<file path="src/rtl/box_cmd_sequencer.sv">
// rtl/box_cmd_sequencer.sv - queued box/clear command sequencer driving a box drawer
module box_cmd_sequencer #(
   parameter int DEPTH   = 4,
   parameter int HOLD    = 2,
   parameter int TIMEOUT = 20000
) (
   input  logic                     iClock,
   input  logic                     iResetn,
   input  logic                     iCmdValid,
   input  logic                     iCmdClear,
   input  logic [6:0]               iCmdX,
   input  logic [6:0]               iCmdY,
   input  logic [2:0]               iCmdColour,
   output logic                     oCmdReady,
   output logic                     oLoadX,
   output logic                     oPlotBox,
   output logic                     oBlack,
   output logic [6:0]               oXY_Coord,
   output logic [2:0]               oColour,
   input  logic                     iDrawDone,
   output logic                     oBusy,
   output logic [$clog2(DEPTH):0]   oCount,
   output logic                     oError
);

   localparam int AW = $clog2(DEPTH);
   localparam int CW = AW + 1;

   typedef enum logic [2:0] {
      IDLE, X_HI, X_LO, Y_HI, Y_LO, BLK_HI, BLK_LO, WAIT_DONE
   } state_t;

   // entry layout: {clear, x[6:0], y[6:0], colour[2:0]}
   logic [17:0]   mem [DEPTH];
   logic [AW-1:0] wr_ptr, rd_ptr;
   logic [CW-1:0] count;
   logic          push, pop;
   logic [17:0]   head;

   state_t        state, state_n;
   logic [2:0]    hold_cnt, hold_n;
   logic [14:0]   tmo_cnt, tmo_n;
   logic [17:0]   cmd_q, cmd_n;
   logic          err_n;
   logic          load_n, plot_n, black_n;
   logic [6:0]    xy_n;
   logic [2:0]    col_n;

   assign oCmdReady = (count != CW'(DEPTH));
   assign push      = iCmdValid && oCmdReady;
   assign head      = mem[rd_ptr];
   assign oCount    = count;
   assign oBusy     = (state != IDLE);

   // FIFO storage; contents need no reset since count gates every read
   always_ff @(posedge iClock) begin
      if (push) mem[wr_ptr] <= {iCmdClear, iCmdX, iCmdY, iCmdColour};
   end

   // FIFO pointers and occupancy; pointers wrap naturally at DEPTH
   always_ff @(posedge iClock or negedge iResetn) begin
      if (!iResetn) begin
         wr_ptr <= '0;
         rd_ptr <= '0;
         count  <= '0;
      end else begin
         if (push) wr_ptr <= wr_ptr + 1'b1;
         if (pop)  rd_ptr <= rd_ptr + 1'b1;
         case ({push, pop})
            2'b10:   count <= count + 1'b1;
            2'b01:   count <= count - 1'b1;
            default: count <= count;
         endcase
      end
   end

   // state, counters, command register and registered drawer outputs
   always_ff @(posedge iClock or negedge iResetn) begin
      if (!iResetn) begin
         state     <= IDLE;
         hold_cnt  <= '0;
         tmo_cnt   <= '0;
         cmd_q     <= '0;
         oError    <= 1'b0;
         oLoadX    <= 1'b0;
         oPlotBox  <= 1'b0;
         oBlack    <= 1'b0;
         oXY_Coord <= '0;
         oColour   <= '0;
      end else begin
         state     <= state_n;
         hold_cnt  <= hold_n;
         tmo_cnt   <= tmo_n;
         cmd_q     <= cmd_n;
         oError    <= err_n;
         oLoadX    <= load_n;
         oPlotBox  <= plot_n;
         oBlack    <= black_n;
         oXY_Coord <= xy_n;
         oColour   <= col_n;
      end
   end

   // next state, and outputs decoded from the next state so they register with it
   always_comb begin
      state_n = state;
      hold_n  = '0;
      tmo_n   = '0;
      cmd_n   = cmd_q;
      err_n   = oError;
      pop     = 1'b0;
      load_n  = 1'b0;
      plot_n  = 1'b0;
      black_n = 1'b0;
      xy_n    = '0;
      col_n   = '0;

      case (state)
         IDLE: begin
            if (count != '0) begin
               pop     = 1'b1;
               cmd_n   = head;
               state_n = head[17] ? BLK_HI : X_HI;
            end
         end
         X_HI: begin
            if (hold_cnt == 3'(HOLD - 1)) state_n = X_LO;
            else                          hold_n  = hold_cnt + 1'b1;
         end
         X_LO:   state_n = Y_HI;
         Y_HI: begin
            if (hold_cnt == 3'(HOLD - 1)) state_n = Y_LO;
            else                          hold_n  = hold_cnt + 1'b1;
         end
         Y_LO:   state_n = WAIT_DONE;
         BLK_HI: begin
            if (hold_cnt == 3'(HOLD - 1)) state_n = BLK_LO;
            else                          hold_n  = hold_cnt + 1'b1;
         end
         BLK_LO: state_n = WAIT_DONE;
         WAIT_DONE: begin
            // done wins over a timeout landing on the same cycle
            if (iDrawDone) begin
               state_n = IDLE;
            end else if (tmo_cnt == 15'(TIMEOUT - 1)) begin
               state_n = IDLE;
               err_n   = 1'b1;
            end else begin
               tmo_n = tmo_cnt + 1'b1;
            end
         end
         default: state_n = IDLE;
      endcase

      case (state_n)
         X_HI: begin
            load_n = 1'b1;
            xy_n   = cmd_n[16:10];
         end
         X_LO:   xy_n = cmd_n[16:10];
         Y_HI: begin
            plot_n = 1'b1;
            xy_n   = cmd_n[9:3];
            col_n  = cmd_n[2:0];
         end
         Y_LO: begin
            xy_n  = cmd_n[9:3];
            col_n = cmd_n[2:0];
         end
         BLK_HI: black_n = 1'b1;
         default: ;
      endcase
   end

endmodule
</file>
<file path="config.mk">
export PLATFORM = sky130hd
export DESIGN_NAME = box_cmd_sequencer
export DESIGN_NICKNAME = d
export VERILOG_FILES = /design/src/rtl/box_cmd_sequencer.sv
export SDC_FILE = /design/constraint.sdc
export NUM_CORES = 1
export LEC_CHECK = 0
export BUFFER_PORTS_ARGS = -buffer_cell sky130_fd_sc_hd__buf_2
export CELL_PAD_IN_SITES_DETAIL_PLACEMENT = 1
export CELL_PAD_IN_SITES_GLOBAL_PLACEMENT = 2
export CORE_MARGIN = 2
export CORE_UTILIZATION = 28
export DETAILED_ROUTE_END_ITERATION = 16
export PLACE_DENSITY_LB_ADDON = 0.1
export SLEW_MARGIN = 20
export SYNTH_ARGS = -nofsm -noshare
export SYNTH_HDL_FRONTEND = slang
export SYNTH_SLANG_ARGS = --single-unit
</file>
<file path="constraint.sdc">
create_clock -name iClock -period 4.2 [get_ports iClock]
set_clock_uncertainty 0.05 [all_clocks]
set_input_delay 0.21 -clock iClock [delete_from_list [all_inputs] [get_ports iClock]]
set_output_delay 0.21 -clock iClock [all_outputs]
set_load 0.05 [all_outputs]
</file>
==> metrics.md, run 1 <==
| Metric | Value |
|---|---|
| RSZ-0062 raised after global routing | no |
| CTS tree | built |
| Die area | 19900 sq um |
| Status | complete, no violations |
| Synth async-reset ratio | 0.450 |
| Final period util | 0.614 |
| Via density per instance | 4.42 |
| DR WL/cell | 17.6 um |
| Max Cap Violations | 0 |
| Least-Margin Pin Slew | 0.968 ns |
| Syn Inst Count | 306 |
| Hold path cells | 3 |
| Lkg Pwr | 2.56 nW |
| Largest net degree at the start of global routing | 34 |
| Worst-path maximum fanout | 20 |
| Yosys warns | 0 |
| Area share of the largest cell type after synthesis | 0.412 |
| Tmin final | 2.58 ns |
| Synthesized cell area | 5250 sq um |
| H-tree lvl count | 4 |
| Setup Buffers After CTS | 0 |
| Max Root-Sink Buffers | 2 |
| Vias | 2778 |
| Critical path required time | 4.48 ns |
| Type of the most critical hold path | in -> reg |
| Initial Util | 0.283 |
| Die Y | 141 um |
| Post-synth EDFFs | 72 |
| Startpoint Class | flop |
| Worst Path Arrival | 2.86 ns |
| Ports | 41 |
| Pwr per Cell Area | 719 nW/um^2 |
| Clock Sinks | 131 |
| Clock transition at path regs | 0.06 ns |
| First-pass GRT wire length | 17.9 mm |
| Routability congestion estimate from global placement | 0.651 |
| Row Count | 50 |
| Core Footprint | 18600 sq um |
| Fmax | 387 MHz |
| Register-to-Register Path Depth | 9 |
| Final wirelength | 11.1 mm |
| CP Class | reg -> reg |
| Synthesized Nets | 335 |
| Hold Vio Cnt, Final | 0 |
| Endpoint class of the critical path | flop |
| Worst vdd ir | 0.288 mV |
| Top-count cell post-synth | edfxtp_1 |
| Antenna cells | 0 |
| Clock latency on the worst-skew pair | 0.42 ns |
| Synth top area cells | edfxtp_1, dfrtp_1, mux4_2 |
| Total CTS buffers | 17 |
| Most frequent cells after synthesis | edfxtp_1, dfrtp_1, nor2_1 |
| Detail Route Antenna Nets | 0 |
| Share of cells above drive strength 1 | 0.306 |
| DIE WIDTH | 141 um |
| Setup TNS Final | 0 ns |
| Synth cell types | 45 |
| Inst Count DP | 577 |
| Yosys reg bits | 131 |
| Vias in the first global route | 3125 |
| Root Buffer | clkbuf_16 |
| Area Overhead vs Synth | 23.3% |
| Synth area leader | edfxtp_1 |
| 1st-pass router iterations | 4 |
| Final net count | 411 |
| Port bufs | 40 |
| Power Total | 4.65 mW |
| Finished Layout Cells | 629 |
| Final setup fails | 0 |
| DRC | 0 |
| Hpwl dp | 6.99 mm |
| Rel. slew slack | 0.354 |
| Seq/Total Area, Yosys | 0.693 |
| Mean Syn Cell Area | 17.2 sq um |
| Drt first-iter violations | 102 |
| Max Slew Vio Count | 0 |
| Total GRT Usage | 0.123 |
| Fillers | 1908 |
| Initial antenna violation count | 0 |
| Grt ovf | 0 |
| Primary FF master, synth | edfxtp_1 |
-- worst max-delay path, stage by stage (launching register included) --
cell and delay [ns]:
dfrtp_1 0.45, or3_4 0.44, nor2_4 0.10, buf_4 0.34
ha_1 0.26, inv_1 0.06, fa_1 0.37, xor2_1 0.15
nor2_1 0.11, xor2_1 0.16
-- routing by layer --
layer / wire length [um] / vias to the layer above / track usage
met5: 0 / - / 0
met4: 154 / 0 / 0.0458
met3: 386 / 14 / 0.0428
met2: 5480 / 45 / 0.203
met1: 5030 / 1417 / 0.149
li1: - / 1302 / -
-- report_power, final --
part | internal, mW | switching [mW]
Clock | 0.830 | 0.599
Combinational | 0.571 | 0.741
Sequential | 1.70 | 0.209
Total | 3.11 | 1.55
-- repair_timing --
item                      in CTS  in global routing
hold endpoints to repair      99                  0
resized for setup              0                  0
hold buffers                  20                  0
-- registers in the layout (all words and copies together) (netlist names) --
name	count
oBlack	1
state	3
oPlotBox	1
oError	1
oColour	3
oXY_Coord	7
hold_cnt	3
wr_ptr	2
mem	72
oLoadX	1
rd_ptr	2
oCount	3
tmo_cnt	15
cmd_q	17
-- metrics by stage --
stage / hold WS (ns) / area (sq um) / worst slack (ns) / utilization
6_report: 0.172 / 6470 / 1.62 / 0.348
5_1_grt: 0.208 / 6470 / 1.41 / 0.348
4_1_cts: 0.155 / 6470 / 1.58 / 0.348
3_5_place_dp: 0.260 / 5700 / 1.61 / 0.307
3_3_place_gp: 0.259 / 5700 / 1.63 / 0.307
2_1_floorplan: -0.136 / 5250 / 1.36 / -
-- cell type report --
class	instances	area, sq um	area share
Multi-Input combinational cell	156	1480	0.229
Clock buffer	17	425	0.0657
Timing Repair Buffer	68	460	0.0711
Clock inverter	15	145	0.0224
Sequential cell	131	3640	0.562
Tap cell	234	293	0.0452
Inverter	8	30.0	0.00464
-- final timing paths --
path | slack, ns | from | end
hold / removal | 0.17 | iCmdValid | wr_ptr[0]$_DFFE_PN0P_
setup / recovery | 1.62 | state[1]$_DFF_PN0_ | oCount[2]$_DFFE_PN0P_
min in group asynchronous | 0.32 | iResetn | tmo_cnt[13]$_DFF_PN0_
max in group asynchronous | 2.85 | iResetn | rd_ptr[0]$_DFFE_PN0P_
setup reg to reg | 1.62 | state[1]$_DFF_PN0_ | oCount[2]$_DFFE_PN0P_
hold reg to reg | 0.41 | oError$_DFFE_PN0P_ | oError$_DFFE_PN0P_
-- logic make-up (layout without fill, tap and decap cells) --
kind of cell             after synthesis  after routing  synth area share
AO/OA/AOI/OAI                         17             17            0.0231
XOR/XNOR                              19             19            0.0331
adder cells (fa/ha/maj)                7              7            0.0181
buffers and inverters                 19            108            0.0248
flip-flops                           131            131             0.693
multiplexers                          37             37             0.127
AND/OR/NAND/NOR                       76             76            0.0808
-- placed cells by master (no fill, tap or decap), types with 10 or more instances in the layout --
cell           synthesis  final
nor2_1                20     20
mux2_4                13     13
nand2_1               10     10
buf_2                  3     40
clkbuf_16              0     17
dlygate4sd3_1          0     20
dfrtp_1               59     59
mux4_2                18     18
xor2_1                14     14
edfxtp_1              72     72
Note: power is estimated with default switching activity, not from simulation.
==> inputs of run 2 (changes only) <==
==> constraint.sdc (replaced) <==
create_clock -name iClock -period 2.4 [get_ports iClock]
set_clock_uncertainty 0.05 [all_clocks]
set_input_delay 0.12 -clock iClock [delete_from_list [all_inputs] [get_ports iClock]]
set_output_delay 0.12 -clock iClock [all_outputs]
set_load 0.05 [all_outputs]
==> run 2 against run 1 <==
Sequential power rose by 69%. Total power up 80%. Worst setup slack got worse by 1.3 ns. Combinational power increased by 96%. Worst hold slack got worse by 0.072 ns. Clock power up 83%. Core utilization rose by 0.73 points. Final cell count increased by 0.95%. Clock-buffer cell count did not move. Global-route usage is 0.19 points lower. Maximum frequency up 22%.
==> metrics.md, run 2 (same netlist as run 1, synthesis figures left out) <==
| Metric | Value |
|---|---|
| Status | complete, no violations |
| Vias in the first global route | 3206 (+2.6%) |
| Pwr per Cell Area | 1270 nW/um^2 (+77%) |
| Total CTS buffers | 17 (unchanged) |
| H-tree lvl count | 4 (unchanged) |
| Max Root-Sink Buffers | 2 (unchanged) |
| Slack of the critical path | 0.291 ns (-1.33 ns) |
| Hpwl dp | 6.70 mm (-4.2%) |
| Final net count | 417 (+1.5%) |
| Met3 routed WL | 362 um (-6.2%) |
| Final setup fails | 0 (unchanged) |
| Startpoint Class | flop |
| DR WL/cell | 17.3 um (-1.7%) |
| Detail Route Antenna Nets | 0 (unchanged) |
| M1 WL | 4.96 mm (-1.4%) |
| Core Footprint | 18600 sq um (unchanged) |
| Most frequent cells in the layout | edfxtp_1, dfrtp_1, buf_2, nor2_1, dlygate4sd3_1 |
| Rel. slew slack | 0.276 (-0.0785) |
| Final period util | 0.879 (+0.264) |
| Met2 wire length | 5.52 mm (+0.60%) |
| Worst Path Arrival | 2.39 ns (-0.47 ns) |
| Die Y | 141 um (unchanged) |
| Worst-path cell chain | inv_1, nand3_4, and2_1, inv_1, ha_4, inv_1, fa_2, xor2_1, nor2_1, xor2_1 |
| Largest net degree at the start of global routing | 39 (+15%) |
| First-pass GRT wire length | 17.7 mm (-1.1%) |
| DIE WIDTH | 141 um (unchanged) |
| Area Overhead vs Synth | 25.9% |
| Clock Sinks | 131 (unchanged) |
| Hold Vio Cnt, Final | 0 (unchanged) |
| Max FFs per register | 72 (unchanged) |
| Max Slew Vio Count | 0 (unchanged) |
| 1st-pass router iterations | 4 (unchanged) |
| Port bufs | 40 (unchanged) |
| Antenna cells | 0 (unchanged) |
| Initial antenna violation count | 0 (unchanged) |
| Delay-heaviest family, CP | adder cells |
| Worst vdd ir | 0.425 mV (+48%) |
| Clock transition at path regs | 0.06 ns (about the same) |
| Ports | 41 (unchanged) |
| Drt first-iter violations | 99 (-2.9%) |
| Share of cells above drive strength 1 | 0.327 (+0.0204) |
| Initial Util | 0.283 (unchanged) |
| Tmin final | 2.11 ns (-0.472 ns) |
| Root Buffer | clkbuf_16 |
| Total GRT Usage | 0.121 (-0.00185) |
| Grt ovf | 0 (unchanged) |
| Via density per instance | 4.51 (+2.1%) |
| CP Class | reg -> reg |
| Crit path buf inv count | 3 (+1) |
| Final wirelength | 11.0 mm (-0.77%) |
| Top reg by flops | mem |
| Max Used Layer | met4 |
| Vias | 2864 (+3.1%) |
| Crit-path slowest cell | dfrtp_2 |
| CTS tree | built |
| Power Total | 8.40 mW (+80%) |
| Die area | 19900 sq um (unchanged) |
| Post-DP Area | 5820 sq um (+2.0%) |
| Critical path required time | 2.68 ns (-1.80 ns) |
| Design Area, Final | 6610 sq um (+2.1%) |
| Top Registers | mem x72, cmd_q x17, tmo_cnt x15 |
| Least-Margin Pin Slew | 1.08 ns (+0.114 ns) |
| Setup TNS Final | 0 ns (unchanged) |
| Max Cap Violations | 0 (unchanged) |
| Fmax | 474 MHz (+22%) |
| CP dominant cell by count | inv_1 |
| Inst Count DP | 583 (+1.0%) |
| Post_cts resized | 0 (unchanged) |
| Lkg Pwr | 2.60 nW (+1.8%) |
| Endpoint class of the critical path | flop |
| RSZ-0062 raised after global routing | no |
| Routability congestion estimate from global placement | 0.659 (+1.3%) |
| Worst-path maximum fanout | 6 (-70%) |
| Most common cell after layout, fill and taps aside | edfxtp_1 |
| Post-placement setup slack | 0.300 ns (-1.31 ns) |
| Largest stage delay, worst path | 0.44 ns (about the same) |
| Clock latency on the worst-skew pair | 0.42 ns (about the same) |
| DRC | 0 (unchanged) |
| Row Count | 50 (unchanged) |
| Type of the most critical hold path | in -> reg |
| Finished Layout Cells | 635 (+0.95%) |
## run 2: cell type report
type / instances / area, sq um
fillers: 1890 / 12000
flip-flops and latches: 131 / 3640
multi-input cells: 156 / 1510
repair buffers: 74 / 543
clock buffers: 17 / 425
well taps: 234 / 293
clock inverters: 15 / 169
inverters: 8 / 30.0
## run 2: path summary, 6_finish.rpt
path | startpoint | to | slack, ns | cells past startpoint
setup / recovery | oCount[0]$_DFFE_PN0P_ | oCount[2]$_DFFE_PN0P_ | 0.29 | 10
hold / removal | iCmdValid | wr_ptr[0]$_DFFE_PN0P_ | 0.1 | 3
setup reg to reg | oCount[0]$_DFFE_PN0P_ | oCount[2]$_DFFE_PN0P_ | 0.29 | 10
hold reg to reg | tmo_cnt[0]$_DFF_PN0_ | tmo_cnt[0]$_DFF_PN0_ | 0.40 | 1
max in group asynchronous | iResetn | cmd_q[14]$_DFF_PN0_ | 1.50 | 3
min in group asynchronous | iResetn | tmo_cnt[13]$_DFF_PN0_ | 0.18 | 2
## run 2: routing by layer
metal	up-vias	track usage
li1	1313	-
met1	1496	0.148
met2	43	0.201
met3	12	0.0360
met4	0	0.0505
met5	-	0
## run 2: where the power goes
part / internal [mW] / switching (mW) / leakage [nW]
combinational: 1.11 / 1.46 / 0.908
sequential: 2.98 / 0.241 / 1.41
clock: 1.56 / 1.05 / 0.285
total: 5.64 / 2.76 / 2.60
## run 2: worst reg2reg max path, cell delays in order, from the launching register on
cell	delay [ns]
dfrtp_2	0.44
inv_1	0.16
nand3_4	0.11
and2_1	0.22
inv_1	0.11
ha_4	0.14
inv_1	0.04
fa_2	0.33
xor2_1	0.14
nor2_1	0.13
xor2_1	0.15
## run 2: timing repair
action	in CTS	in global routing
buffers inserted	0	0
hold endpoints to repair	95	0
endpoints found under the setup margin	0	0
hold buffers	20	0
## run 2: metrics by stage
| stage | hold slack [ns] | util |
|---|---|---|
| global placement | 0.107 | 0.313 |
| finish | 0.0999 | 0.356 |
| floorplan | -0.226 | - |
| detailed placement | 0.106 | 0.313 |
| global route | 0.124 | 0.356 |
| CTS | 0.0761 | 0.356 |
==> inputs of run 3 (changes only) <==
--- a/config.mk
+++ b/config.mk
@@ -6,6 +6,7 @@
 export NUM_CORES = 1
 export LEC_CHECK = 0
 export BUFFER_PORTS_ARGS = -buffer_cell sky130_fd_sc_hd__buf_2
+export CAP_MARGIN = 20
 export CELL_PAD_IN_SITES_DETAIL_PLACEMENT = 1
 export CELL_PAD_IN_SITES_GLOBAL_PLACEMENT = 2
 export CORE_MARGIN = 2
==> constraint.sdc (replaced) <==
create_clock -name iClock -period 2.4 [get_ports iClock]
set_clock_uncertainty 0.05 [all_clocks]
set_input_delay 0 -clock iClock [delete_from_list [all_inputs] [get_ports iClock]]
set_output_delay 0 -clock iClock [all_outputs]
set_load 0.05 [all_outputs]
==> run 3 against run 2 <==
Register-to-register slack lost 0.05 ns. Via count down 1.9%. Sequential power is essentially flat. Cell area up 0.70%. Sequential share of layout area shrank 0.38 points. Total power rose by 1.2%. Clock-buffer cell count unchanged. Largest power group unchanged.
==> metrics.md, run 3 (same netlist as run 1, synthesis figures left out) <==
| Metric | Value |
|---|---|
| Status | complete, no violations |
| Max FFs per register | 72 (unchanged) |
| Slack of the critical path | 0.244 ns (-0.0474 ns) |
| Most common cell after layout, fill and taps aside | edfxtp_1 |
| Die Y | 141 um (unchanged) |
| Lkg Pwr | 2.62 nW (+0.83%) |
| Setup TNS Final | 0 ns (unchanged) |
| 1st-pass router iterations | 4 (unchanged) |
| Root Buffer | clkbuf_16 |
| Worst-path maximum fanout | 6 (unchanged) |
| Area Overhead vs Synth | 26.8% |
| Vias | 2811 (-1.9%) |
| Fmax | 464 MHz (-2.2%) |
| DIE WIDTH | 141 um (unchanged) |
| DR WL/cell | 17.3 um (about the same) |
| Drt first-iter violations | 84 (-15%) |
| Tmin final | 2.16 ns (+0.0474 ns) |
| Least-Margin Pin Slew | 0.613 ns (-0.470 ns) |
| Grt ovf | 0 (unchanged) |
| Worst Path Arrival | 2.43 ns (+0.04 ns) |
| R2R Setup Slk | 0.24 ns (-0.05 ns) |
| Clock Sinks | 131 (unchanged) |
| Largest net degree at the start of global routing | 32 (-18%) |
| Clock transition at path regs | 0.06 ns (about the same) |
| Total CTS buffers | 17 (unchanged) |
| Clock latency on the worst-skew pair | 0.41 ns (about the same) |
| Worst r2r src | oCount[0]$_DFFE_PN0P_ |
| Initial antenna violation count | 0 (unchanged) |
| Row Count | 50 (unchanged) |
| Initial Util | 0.283 (unchanged) |
| RSZ-0062 raised after global routing | no |
| Share of cells above drive strength 1 | 0.324 (-0.00243) |
| Detail Route Antenna Nets | 0 (unchanged) |
| Most frequent cells in the layout | edfxtp_1, dfrtp_1, buf_2, dlygate4sd3_1, nor2_1 |
| Endpoint class of the critical path | flop |
| Setup Buffers After CTS | 0 (unchanged) |
| Final net count | 420 (+0.72%) |
| Final setup fails | 0 (unchanged) |
| CTS tree | built |
| Antenna cells | 0 (unchanged) |
| Ports | 41 (unchanged) |
| Die area | 19900 sq um (unchanged) |
| Post-placement setup slack | 0.247 ns (-0.0538 ns) |
| Critical path required time | 2.68 ns (about the same) |
| CP Class | reg -> reg |
| Max Slew Vio Count | 0 (unchanged) |
| First-pass GRT wire length | 18.0 mm (+1.6%) |
| Hold Vio Cnt, Final | 0 (unchanged) |
| Final wirelength | 11.0 mm (+0.54%) |
| Core Footprint | 18600 sq um (unchanged) |
| Post_cts resized | 0 (unchanged) |
| Top reg by flops | mem |
| Routability congestion estimate from global placement | 0.686 (+4.1%) |
| Top Registers | mem x72, cmd_q x17, tmo_cnt x15 |
| Worst R2R End | oCount[2]$_DFFE_PN0P_ |
| Pwr per Cell Area | 1280 nW/um^2 (+0.45%) |
| Hpwl dp | 7.01 mm (+4.6%) |
| Rel. slew slack | 0.592 (+0.316) |
| Type of the most critical hold path | in -> async |
| Final period util | 0.899 (+0.0198) |
| H-tree lvl count | 4 (unchanged) |
| Max Root-Sink Buffers | 2 (unchanged) |
| Via density per instance | 4.41 (-2.3%) |
| Register-to-Register Path Depth | 10 (unchanged) |
| Worst vdd ir | 0.502 mV (+18%) |
| CTS Hold Buffers Added | 21 (+5.0%) |
| DRC | 0 (unchanged) |
| Startpoint Class | flop |
| Port bufs | 40 (unchanged) |
| Total GRT Usage | 0.123 (+0.00199) |
| Vias in the first global route | 3217 (+0.34%) |
| Max Cap Violations | 0 (unchanged) |
-- run 3: cell types whose count changed in the layout (fill, tap and decap cells not counted) --
| cell | previous run | this run |
|---|---|---|
| bufinv_16 | 2 | 4 |
| clkinv_2 | 0 | 2 |
| clkinvlp_4 | 2 | 3 |
| buf_4 | 11 | 13 |
| clkinv_1 | 1 | 3 |
| inv_8 | 1 | 0 |
| inv_6 | 6 | 0 |
| dlygate4sd3_1 | 20 | 21 |
-- run 3: cell type report --
| class | instances | area (sq um) |
|---|---|---|
| flip-flops and latches | 131 | 3640 |
| clock inverters | 15 | 190 |
| well taps | 234 | 293 |
| clock buffers | 17 | 425 |
| multi-input cells | 156 | 1510 |
| inverters | 8 | 30.0 |
| repair buffers | 77 | 568 |
| fillers | 1872 | 11900 |
-- run 3: worst max path at each step --
stage | start | to | slack [ns] | cells after the start
floorplan | state[2]$_DFF_PN0_ | oCount[2]$_DFFE_PN0P_ | 0.003 | 11
finish | oCount[0]$_DFFE_PN0P_ | oCount[2]$_DFFE_PN0P_ | 0.24 | 10
global placement | oCount[0]$_DFFE_PN0P_ | oCount[2]$_DFFE_PN0P_ | 0.35 | 10
global route | oCount[1]$_DFFE_PN0P_ | oCount[2]$_DFFE_PN0P_ | 0.08 | 10
detailed placement | oCount[0]$_DFFE_PN0P_ | oCount[2]$_DFFE_PN0P_ | 0.25 | 10
CTS | oCount[0]$_DFFE_PN0P_ | oCount[2]$_DFFE_PN0P_ | 0.22 | 10
-- run 3: through the flow --
stage          power [mW]  cell area (sq um)  cells  utilization  hold WS (ns)
3_5_place_dp         5.91               5830    585        0.314       0.00247
4_1_cts              8.69               6660    638        0.358        0.0949
2_1_floorplan        5.16               5290    306            -        -0.346
3_3_place_gp         5.88               5820    584        0.313      -0.00422
6_report             8.50               6660    638        0.358        0.0888
5_1_grt              8.98               6660    638        0.358         0.123
-- run 3: report_power, final --
part	internal [mW]	switching (mW)	leakage, nW	total [mW]
Combinational	1.11	1.47	0.924	2.59
Clock	1.73	0.959	0.291	2.69
Sequential	2.98	0.237	1.41	3.22
-- run 3: worst max-delay path, cell delays in order (launching register included) --
cell	delay, ns
dfrtp_2	0.44
inv_1	0.15
nand3_4	0.11
and2_1	0.22
inv_1	0.11
ha_4	0.14
inv_1	0.05
fa_2	0.33
xor2_1	0.15
nor2_1	0.14
xor2_1	0.18
-- run 3: per-layer routing --
layer / track usage / vias up / wire [um]
met3: 0.0316 / 16 / 284
met5: 0 / - / 0
met4: 0.0521 / 0 / 203
met1: 0.158 / 1440 / 5150
li1: - / 1315 / -
met2: 0.199 / 40 / 5390
